[src/rtl/count_seq_monitor_pkg.sv]
// Shared definitions for the up/down mode counter and its sequence monitor.
// Holds the monitor FSM encoding and the counter mode constants.
package count_seq_monitor_pkg;

  typedef enum logic [1:0] {
    StSync  = 2'd0,
    StTrack = 2'd1,
    StFault = 2'd2
  } mon_state_e;

  localparam logic MODE_UP = 1'b0;
  localparam logic MODE_DN = 1'b1;

endpackage

[src/rtl/sat_counter.sv]
// Saturating event counter: counts inc pulses, holds at all-ones, clr wins over inc.
module sat_counter #(
  parameter int unsigned ERRW = 8
) (
  input  logic            clk,
  input  logic            rst_n,
  input  logic            inc,
  input  logic            clr,
  output logic [ERRW-1:0] value
);

  localparam logic [ERRW-1:0] ValMax = {ERRW{1'b1}};
  localparam logic [ERRW-1:0] ValOne = ERRW'(1);

  logic [ERRW-1:0] value_q, value_d;

  always_comb begin
    value_d = value_q;
    if (clr) begin
      value_d = '0;
    end else if (inc && (value_q != ValMax)) begin
      value_d = value_q + ValOne;
    end
  end

  always_ff @(posedge clk or negedge rst_n) begin
    if (!rst_n) begin
      value_q <= '0;
    end else begin
      value_q <= value_d;
    end
  end

  assign value = value_q;

endmodule

[src/rtl/count_seq_monitor.sv]
// Checks an up/down mode counter against its own previous sample, flags
// mismatches and wrap events, and keeps a saturating mismatch tally.
module count_seq_monitor
  import count_seq_monitor_pkg::*;
#(
  parameter int unsigned W       = 3,
  parameter int unsigned ERRW    = 8,
  parameter int unsigned MAX_ERR = 3
) (
  input  logic            clk,
  input  logic            reset,
  input  logic            ctr_reset,
  input  logic            mode,
  input  logic [W-1:0]    count,
  input  logic            clr,
  output logic            locked,
  output logic            err,
  output logic            wrap_up,
  output logic            wrap_dn,
  output logic            fault,
  output logic [ERRW-1:0] err_count
);

  localparam logic [W-1:0] CountMax  = {W{1'b1}};
  localparam logic [W-1:0] CountOne  = W'(1);
  localparam logic [2:0]   ConsecOne = 3'd1;
  localparam logic [2:0]   MaxErr    = 3'(MAX_ERR);

  mon_state_e state_q, state_d;

  logic [W-1:0] prev_count_q;
  logic         prev_mode_q;
  logic [2:0]   consec_q, consec_d;
  logic         err_q, err_d;
  logic         wrap_up_q, wrap_up_d;
  logic         wrap_dn_q, wrap_dn_d;

  logic [W-1:0] exp_count;
  logic         check;
  logic         mismatch;

  // Prediction uses the mode captured alongside the previous count, matching
  // the edge on which the counter itself stepped.
  always_comb begin
    exp_count = (prev_mode_q == MODE_DN) ? (prev_count_q - CountOne)
                                         : (prev_count_q + CountOne);
    check     = (state_q == StTrack) && !ctr_reset;
    mismatch  = check && (count != exp_count);
  end

  always_comb begin
    state_d   = state_q;
    consec_d  = consec_q;
    err_d     = mismatch;
    wrap_up_d = 1'b0;
    wrap_dn_d = 1'b0;

    if (check) begin
      if (mismatch) begin
        consec_d = consec_q + ConsecOne;
      end else begin
        consec_d  = '0;
        wrap_up_d = (prev_mode_q == MODE_UP) && (prev_count_q == CountMax);
        wrap_dn_d = (prev_mode_q == MODE_DN) && (prev_count_q == '0);
      end
    end else begin
      consec_d = '0;
    end

    case (state_q)
      StSync: begin
        state_d = StTrack;
      end
      StTrack: begin
        if (mismatch && !clr && (consec_d >= MaxErr)) begin
          state_d = StFault;
        end
      end
      StFault: begin
        if (clr) begin
          state_d = StSync;
        end
      end
      default: begin
        state_d = StSync;
      end
    endcase

    // A clear restarts the run of mismatches; it overrides a FAULT entry.
    if (clr) begin
      consec_d = '0;
    end

    // The counter is being cleared, so nothing it shows can be predicted.
    if (ctr_reset) begin
      state_d = StSync;
    end
  end

  always_ff @(posedge clk or negedge reset) begin
    if (!reset) begin
      state_q      <= StSync;
      prev_count_q <= '0;
      prev_mode_q  <= MODE_UP;
      consec_q     <= '0;
      err_q        <= 1'b0;
      wrap_up_q    <= 1'b0;
      wrap_dn_q    <= 1'b0;
    end else begin
      state_q      <= state_d;
      prev_count_q <= count;
      prev_mode_q  <= mode;
      consec_q     <= consec_d;
      err_q        <= err_d;
      wrap_up_q    <= wrap_up_d;
      wrap_dn_q    <= wrap_dn_d;
    end
  end

  sat_counter #(
    .ERRW (ERRW)
  ) u_err_count (
    .clk   (clk),
    .rst_n (reset),
    .inc   (mismatch),
    .clr   (clr),
    .value (err_count)
  );

  assign locked  = (state_q == StTrack);
  assign fault   = (state_q == StFault);
  assign err     = err_q;
  assign wrap_up = wrap_up_q;
  assign wrap_dn = wrap_dn_q;

endmodule
[config.mk]
export PLATFORM = sky130hd
export DESIGN_NAME = count_seq_monitor
export DESIGN_NICKNAME = d
export VERILOG_FILES = /design/src/rtl/count_seq_monitor_pkg.sv /design/src/rtl/sat_counter.sv /design/src/rtl/count_seq_monitor.sv
export SDC_FILE = /design/constraint.sdc
export NUM_CORES = 1
export LEC_CHECK = 0
export CAP_MARGIN = 20
export CORE_MARGIN = 2
export CORE_UTILIZATION = 50
export DETAILED_ROUTE_END_ITERATION = 10
export GPL_TIMING_DRIVEN = 0
export PLACE_DENSITY = 0.91
export REMOVE_ABC_BUFFERS = 1
export SLEW_MARGIN = 0
export SYNTH_ARGS = -nofsm -noshare
export SYNTH_HDL_FRONTEND = slang
export SYNTH_SLANG_ARGS = --single-unit
[constraint.sdc]
create_clock -name clk -period 3.25 [get_ports clk]
set_input_delay 0.975 -clock clk [delete_from_list [all_inputs] [get_ports clk]]
set_output_delay 0.975 -clock clk [all_outputs]
set_load 0.02 [all_outputs]
==> reports/qor.txt, run 1 <==
Result of the run - complete, no violations
Synthesized area - 961 um^2
Setup Total Neg Slack - 0 ps
Routed WL per cell - 12.5 um
CP required - 3440 ps
Post-Synth XOR/XNOR Area - 0.0820
Critical-path cell list - clkdlybuf4s50_1, nor3b_1, o21ai_0, a21oi_2, and3_1, mux2_2
Kind of launch point of the worst setup path - input pin
Diode insertion count for antenna repair - 0
Number of nets with antenna violations after routing - 0
Post-DP HPWL - 1370 um
Layout cell share with drive strength beyond 1 - 0.0783
Syn Inst Count - 92
Setup violations, final - 0
Number of maximum-capacitance constraint violations - 0
Reported leakage power - 0.525 nW
Met1 track utilization from global routing - 0.252
Pin count of the biggest net entering global routing - 21
Number of placed I/O pins - 21
Crit path time final - 2780 ps
Power density of the placed cells - 388 mW/mm^2
Antenna violations before repair - 0
Peak Freq - 360 MHz
Die Span X - 47.8 um
First-pass detailed-route iteration total - 3
End of the worst register-to-register path - u_err_count.value[3]$_DFFE_PN0P_
Fraction of the mapped netlist area in compound gates - 0.102
Sequential element share of the synthesized area - 0.521
Reg2Reg Depth - 7
Count of cells along the worst hold path - 1
Count of placed standard cells in the final layout, fillers left out - 140
Worst reg-to-reg setup slack - 880 ps
Kind of critical path - in -> reg
Period utilization - 0.855
Headroom to the max-slew limit - 0.434
Transition at the pin with the smallest max-transition slack - 847 ps
Max stage delay cell, worst path - clkdlybuf4s50_1
Via count of the first global-routing pass - 694
Biggest cell delay along the critical path - 450 ps
Global-route wire length before repair - 2970 um
Syn Area/Cell - 10.4 um^2
Beginning of the worst register-to-register path - prev_count_q[0]$_DFF_PN0_
DRT iter0 DRCs - 10
Share of synthesized cell area in and, or, nand and nor gates - 0.191
Via Count - 738
Number of library cell types mapped by synthesis - 33
Max-slew violations - 0
Kind of cell with the highest combined delay on the critical path - simple AND/OR/NAND/NOR gates
Sinks on Clock Net - 20
Warnings from Yosys - 0
Critical path fanouts, max - 7
Core region area - 0.00176 mm^2
Final number of hold-violating endpoints - 0
Startpoint of the tightest hold check path - consec_q[0]$_DFF_PN0_
Placed instance count - 136
Commonest cells after routing, fill and taps aside - 20 x dfrtp_1, 20 x clkdlybuf4s50_1, 8 x inv_1, 8 x xnor2_1, 8 x nor2_1
TritonCTS clock tree - yes
TritonCTS buffer count - 3
Number of buffers added to fix hold violations after cts - 0
Vert. Die Dim - 47.8 um
Layout Area Growth over Synthesis - 27.5%
Share of synthesized area spent on multiplexers - 0.0221
Post-CTS Resized - 0
Clk Tree Root Cell - clkbuf_4
Clock skew - 4.48 ps
Per-cell via count in the routed design - 5.27
Initial Utilization - 0.545
Worst Path Arrival - 2970 ps
Net total in the final layout - 127
RSZ-0062 raised after global routing - no
Max IR drop VDD - 0.324 mV
Drt total wl - 1750 um
Worst-case clock buffer depth - 2
Number of remaining DRC errors - 0
Number of port buffers - 20
Met2 Track Usage GR - 0.299
Number of synthesized register bits - 20
Met3 Use GR - 0.0340
Clock insertion delay at the later pin of the skew report - 290 ps
Gp weighted congestion - 0.811
Main combinational cell family by area after synthesis - simple AND/OR/NAND/NOR gates
WHS Endpoint - consec_q[0]$_DFF_PN0_
Total congestion overflow - 0
Area enclosed by the die boundary - 0.00229 mm^2
Tot GR Track Use - 0.186
Worst Path Buf+Inv - 1
Capturing element type of the critical path - flop
Adder and majority gate portion of the synthesized area - 0.0469
Final total power - 0.476 mW
Most used routing layer - met2
Worst hold path class - reg -> reg
Number of core rows - 15
Number of setup buffers added after CTS - 0
Clock slew at the register clock pins of the worst setup and hold paths - 110 ps
CTS H-Tree Depth - 1
-- how the worst max path moves through the flow --
stage	start	endpoint	slack (ps)	cells past startpoint
final	ctr_reset	u_err_count.value[3]$_DFFE_PN0P_	470	6
after global routing	ctr_reset	u_err_count.value[3]$_DFFE_PN0P_	330	6
after CTS	ctr_reset	u_err_count.value[3]$_DFFE_PN0P_	480	6
after detailed placement	ctr_reset	u_err_count.value[3]$_DFFE_PN0P_	170	6
after global placement	ctr_reset	u_err_count.value[3]$_DFFE_PN0P_	280	6
after floorplan	ctr_reset	u_err_count.value[3]$_DFFE_PN0P_	910	5
-- logic make-up after synthesis --
logic type	Yosys count
fa+ha+maj	3
compound gates	14
mux	2
simple gates	35
flops	20
xor+xnor	9
buf+inv	9
-- layout make-up --
class | count | area [um^2]
Tap cell | 25 | 31.3
Inverter | 8 | 30.0
Sequential cell | 20 | 500
Multi-Input combinational cell | 63 | 427
Clock buffer | 4 | 36.3
Fill cell | 147 | 539
Timing Repair Buffer | 20 | 200
-- routing by layer --
layer	routed length, um	up-vias	part of all wire
li1	-	368	-
met1	847	351	0.49
met2	814	17	0.47
met3	68	2	0.039
met4	15	0	0.0086
met5	0	-	0
-- flip-flops by register name, indices dropped and copies added, names as in the netlist --
name               count
prev_mode_q            1
wrap_up                1
prev_count_q           3
wrap_dn                1
consec_q               3
u_err_count.value      8
state_q                2
err                    1
-- worst register-to-register path: cells and delay by family (launching register included) --
family,cells,cell delay (ps)
AOI/OAI and AO/OA,1,370
xor gates and xnor gates,2,410
DFF,1,410
muxes,1,330
and+or+nand+nor,1,220
buffers and inverters,1,90
adders and majority gates,1,440
-- power breakdown --
part | switching, mW | internal, mW
sequential | 0.00678 | 0.256
clock | 0.0704 | 0.0682
combinational | 0.0411 | 0.0331
total | 0.118 | 0.357
-- synth_stat cells --
cell type	number	area, um^2
a211oi_1	2	15.0
a21bo_2	1	10.0
a21o_1	1	7.51
a21oi_1	4	20.0
a21oi_2	1	8.76
a311oi_1	1	8.76
a31o_2	1	8.76
a31oi_1	1	6.26
and2_1	1	6.26
and2_2	1	7.51
and3_1	2	12.5
clkbuf_1	1	3.75
dfrtp_1	20	500
fa_1	1	20.0
ha_1	2	25.0
inv_1	8	30.0
mux2_2	1	11.3
mux2i_1	1	10.0
nand2_1	6	22.5
nand2b_1	1	6.26
nand3_1	2	10.0
nand4_1	4	25.0
nor2_1	8	30.0
nor2b_1	3	18.8
nor3_1	3	15.0
nor3b_1	1	7.51
nor4_1	1	6.26
nor4b_1	1	8.76
o21ai_0	1	5.00
o31ai_1	1	7.51
or4_1	1	7.51
xnor2_1	8	70.1
xor2_1	1	8.76
-- metrics by stage --
step	utilization	instance area, um^2	hold slack, ps	setup slack (ps)
after global placement	0.674	1190	454	285
final	0.694	1220	470	471
after detailed placement	0.674	1190	460	165
after global routing	0.694	1220	500	331
after CTS	0.694	1220	476	479
after floorplan	-	957	427	905
(Power assumes the default switching activity.)
==> inputs of run 2 (changes only) <==
CAP_MARGIN = unset   (was 20)
CTS_BUF_LIST = sky130_fd_sc_hd__clkbuf_4   (was unset)
==> reports/qor.txt, run 2 (same netlist as run 1, synthesis figures left out) <==
Result of the run - complete, no violations
Core utilization of the finished layout - 0.689
WHS Endpoint - consec_q[0]$_DFF_PN0_
CP required - 3440 ps
Largest register FFs - 8
Number of buffers added to fix hold violations after cts - 0
Crit path time final - 2780 ps
Clock slew at the register clock pins of the worst setup and hold paths - 110 ps
Count of cells along the worst hold path - 1
Global-route wire length before repair - 3030 um
Core region area - 0.00176 mm^2
Final number of hold-violating endpoints - 0
DRT iter0 DRCs - 22
Reported leakage power - 0.519 nW
Post-DP HPWL - 1370 um
Layout Area Growth over Synthesis - 26.4%
Capturing element type of the critical path - flop
Clk Tree Root Cell - clkbuf_4
Clock insertion delay at the later pin of the skew report - 300 ps
Max stage delay cell, worst path - clkdlybuf4s50_1
Die Span X - 47.8 um
Area enclosed by the die boundary - 0.00229 mm^2
Critical-path cell list - clkdlybuf4s50_1, nor3b_1, o21ai_0, a21oi_2, and3_1, mux2_2
First-pass detailed-route iteration total - 4
Transition at the pin with the smallest max-transition slack - 857 ps
TritonCTS clock tree - yes
Via Count - 749
Biggest cell delay along the critical path - 450 ps
Worst reg-to-reg setup slack - 880 ps
TritonCTS buffer count - 3
Layout cell share with drive strength beyond 1 - 0.0696
End of the worst register-to-register path - u_err_count.value[3]$_DFFE_PN0P_
Antenna violations before repair - 0
Vert. Die Dim - 47.8 um
Number of nets with antenna violations after routing - 0
Worst-case clock buffer depth - 2
Pin count of the biggest net entering global routing - 21
Number of placed I/O pins - 21
Setup Total Neg Slack - 0 ps
Diode insertion count for antenna repair - 0
Max IR drop VDD - 0.318 mV
Kind of launch point of the worst setup path - input pin
Number of setup buffers added after CTS - 0
Reg2Reg Depth - 7
Kind of critical path - in -> reg
Max-slew violations - 0
Sinks on Clock Net - 20
Startpoint of the tightest hold check path - consec_q[0]$_DFF_PN0_
Number of core rows - 15
Tot GR Track Use - 0.194
Initial Utilization - 0.545
Headroom to the max-slew limit - 0.427
Post-CTS Resized - 0
Net total in the final layout - 127
Worst Path Buf+Inv - 1
Total congestion overflow - 0
Via count of the first global-routing pass - 703
Peak Freq - 360 MHz
Per-cell via count in the routed design - 5.35
Number of maximum-capacitance constraint violations - 0
RSZ-0062 raised after global routing - no
Clock skew - 2.92 ps
Number of remaining DRC errors - 0
Number of port buffers - 20
CTS H-Tree Depth - 1
Power density of the placed cells - 375 mW/mm^2
Worst Path Arrival - 2970 ps
Period utilization - 0.855
Critical path fanouts, max - 7
Routed WL per cell - 12.8 um
Drt total wl - 1790 um
Kind of cell with the highest combined delay on the critical path - simple AND/OR/NAND/NOR gates
Worst hold path class - reg -> reg
Beginning of the worst register-to-register path - prev_count_q[0]$_DFF_PN0_
Gp weighted congestion - 0.811
Commonest cells after routing, fill and taps aside - 20 x dfrtp_1, 20 x clkdlybuf4s50_1, 8 x inv_1, 8 x xnor2_1, 8 x nor2_1
Setup violations, final - 0
[run 2: changes by cell type in the layout (fill, tap and decap cells not counted), sizes merged]
cell,change
clkbuf,-1
clkinv,+1
[run 2: through the flow]
| stage | worst slack (ps) | hold WS (ps) | area, um^2 | std cells | power [mW] |
|---|---|---|---|---|---|
| after detailed placement | 165 | 460 | 1190 | 136 | 0.343 |
| after floorplan | 905 | 427 | 957 | 91 | 0.309 |
| after CTS | 487 | 475 | 1210 | 140 | 0.461 |
| after global placement | 285 | 454 | 1190 | 136 | 0.339 |
| final | 471 | 476 | 1210 | 140 | 0.455 |
| after global routing | 335 | 500 | 1210 | 140 | 0.479 |
[run 2: how the worst max path moves through the flow]
stage | slack [ps] | cells after the start | startpoint | endpoint
finish | 470 | 6 | ctr_reset | u_err_count.value[3]$_DFFE_PN0P_
global placement | 280 | 6 | ctr_reset | u_err_count.value[3]$_DFFE_PN0P_
CTS | 490 | 6 | ctr_reset | u_err_count.value[3]$_DFFE_PN0P_
detailed placement | 170 | 6 | ctr_reset | u_err_count.value[3]$_DFFE_PN0P_
global route | 330 | 6 | ctr_reset | u_err_count.value[3]$_DFFE_PN0P_
floorplan | 910 | 5 | ctr_reset | u_err_count.value[3]$_DFFE_PN0P_
[run 2: power by group]
group	internal (mW)	leakage, nW	switching [mW]
clock network	0.0448	0.0154	0.0729
logic	0.0331	0.238	0.0415
registers	0.256	0.266	0.00694
[run 2: layer usage]
layer	wire length, um	up-vias	GRT usage
li1	-	367	-
met1	845	359	0.252
met2	850	19	0.309
met3	70	4	0.0340
met4	24	0	0.0973
met5	0	-	0
[run 2: worst reg2reg max path: cells and delay by family, from the launching register on]
family                     cells  cell delay (ps)
DFF                            1              420
buffers and inverters          1              100
adders and majority gates      1              440
xor gates and xnor gates       2              410
muxes                          1              330
AOI/OAI and AO/OA              1              370
and+or+nand+nor                1              220
[run 2: area by class of cell]
| class | count | area [um^2] |
|---|---|---|
| fillers | 152 | 549 |
| clock inverters | 1 | 3.75 |
| clock buffers | 3 | 22.5 |
| flip-flops and latches | 20 | 500 |
| multi-input cells | 63 | 427 |
| inverters | 8 | 30.0 |
| repair buffers | 20 | 200 |
| well taps | 25 | 31.3 |
==> inputs of run 3 (changes only) <==
CAP_MARGIN = 40   (was unset)
CORE_ASPECT_RATIO = 0.9   (was unset)
REMOVE_ABC_BUFFERS = unset   (was 1)
==> reports/qor.txt, run 3 (same netlist as run 1, synthesis figures left out) <==
Max IR drop VDD - 0.252 mV
Placed instance count - 138
Kind of launch point of the worst setup path - input pin
Via Count - 749
Setup violations, final - 0
Number of setup buffers added after CTS - 0
Number of remaining DRC errors - 0
Max-slew violations - 0
Initial Utilization - 0.517
Kind of critical path - in -> reg
TritonCTS clock tree - yes
Global-route wire length before repair - 3150 um
Drt total wl - 1890 um
First-pass detailed-route iteration total - 6
Internal - 0.335 mW
Number of buffers added to fix hold violations after cts - 0
Final setup slack of the worst path - 516 ps
CTS H-Tree Depth - 1
Clock skew - 8.34 ps
Power density of the placed cells - 370 mW/mm^2
Critical path fanouts, max - 7
Worst hold path class - reg -> reg
Worst Path Buf+Inv - 1
Net total in the final layout - 129
Reported leakage power - 0.526 nW
Final total power - 0.456 mW
Largest register FFs - 8
Clock network power share - 0.251
Total congestion overflow - 0
Max stage delay cell, worst path - clkdlybuf4s50_1
Sinks on Clock Net - 20
Number of maximum-capacitance constraint violations - 0
Pin count of the biggest net entering global routing - 13
Routed WL per cell - 13.4 um
Worst-case clock buffer depth - 2
Setup Total Neg Slack - 0 ps
Gp weighted congestion - 0.755
Net switching power - 0.121 mW
Layout Area Growth over Synthesis - 28.0%
Crit path time final - 2730 ps
Period utilization - 0.841
Proportion of power drawn by combinational gates - 0.172
Headroom to the max-slew limit - 0.673
Number of placed I/O pins - 21
Reg power frac - 0.577
RSZ-0062 raised after global routing - no
Per-cell via count in the routed design - 5.31
Count of placed standard cells in the final layout, fillers left out - 141
Post-DP HPWL - 1470 um
Layout cell share with drive strength beyond 1 - 0.0776
Count of fill cells added during filler insertion - 156
Total nets after synthesis - 103
Diode insertion count for antenna repair - 0
Tot GR Track Use - 0.195
Biggest cell delay along the critical path - 450 ps
Switching Fraction - 0.265
TritonCTS buffer count - 3
Clock insertion delay at the later pin of the skew report - 300 ps
Area enclosed by the die boundary - 0.00229 mm^2
Post-CTS Resized - 0
CP required - 3450 ps
DRT iter0 DRCs - 10
Worst Path Arrival - 2930 ps
Commonest cells after routing, fill and taps aside - 20 x dfrtp_1, 20 x clkdlybuf4s50_1, 8 x inv_1, 8 x xnor2_1, 8 x nor2_1
Number of nets with antenna violations after routing - 0
Transition at the pin with the smallest max-transition slack - 487 ps
Number of port buffers - 20
Clock slew at the register clock pins of the worst setup and hold paths - 110 ps
Result of the run - complete, no violations
Critical-path cell list - clkdlybuf4s50_1, nor3b_1, o21ai_0, a21oi_2, and3_1, mux2_2
Post-Place Worst Slack - 167 ps
Via count of the first global-routing pass - 701
Capturing element type of the critical path - flop
Antenna violations before repair - 0
Die Span X - 50.2 um
Core region area - 0.00186 mm^2
Vert. Die Dim - 45.6 um
Final number of hold-violating endpoints - 0
Number of core rows - 15
Clk Tree Root Cell - clkbuf_4
Peak Freq - 366 MHz
Kind of cell with the highest combined delay on the critical path - simple AND/OR/NAND/NOR gates
==> run 3: area by class of cell <==
class / instances / area, um^2 / area share
Timing Repair Buffer: 21 / 215 / 0.175
Sequential cell: 20 / 500 / 0.407
Clock buffer: 3 / 22.5 / 0.0183
Tap cell: 25 / 31.3 / 0.0254
Buffer: 1 / 3.75 / 0.00305
Multi-Input combinational cell: 63 / 427 / 0.347
Inverter: 8 / 30.0 / 0.0244
==> run 3: final timing paths <==
path	from	to	slack, ps	cells past startpoint
max	ctr_reset	u_err_count.value[3]$_DFFE_PN0P_	520	6
min in group asynchronous	reset	state_q[1]$_DFFE_PN0P_	980	1
max reg2reg	prev_count_q[0]$_DFF_PN0_	u_err_count.value[3]$_DFFE_PN0P_	870	7
max in group asynchronous	reset	u_err_count.value[5]$_DFFE_PN0P_	1840	2
min	consec_q[0]$_DFF_PN0_	consec_q[0]$_DFF_PN0_	500	1
min reg2reg	consec_q[0]$_DFF_PN0_	consec_q[0]$_DFF_PN0_	500	1
==> run 3: power by group through the flow <==
stage / Combinational, mW / Clock (mW) / Sequential (mW)
4_1_cts: 0.0794 / 0.116 / 0.263
5_1_grt: 0.0886 / 0.128 / 0.264
2_1_floorplan: 0.0404 / 0 / 0.270
3_3_place_gp: 0.0723 / 0 / 0.267
6_report: 0.0785 / 0.114 / 0.263
3_5_place_dp: 0.0792 / 0 / 0.268
==> run 3: metal layers <==
metal / track usage / vias to the layer above / wire length (um)
met5: 0 / - / 0
met4: 0.117 / 0 / 47
met3: 0.0428 / 5 / 84
met2: 0.332 / 20 / 955
met1: 0.231 / 359 / 800
li1: - / 365 / -
==> run 3: metrics by stage <==
step	area (um^2)	hold slack, ps	util
floorplan	961	427	-
global placement	1190	448	0.642
detailed placement	1210	480	0.650
CTS	1230	495	0.662
global route	1230	511	0.662
finish	1230	496	0.662
==> run 3: worst register-to-register path: stages (launching register included) <==
cell     delay, ps
dfrtp_1        400
inv_1           90
fa_1           430
xor2_1         180
xnor2_1        220
a21oi_2        390
and3_1         240
mux2_2         330
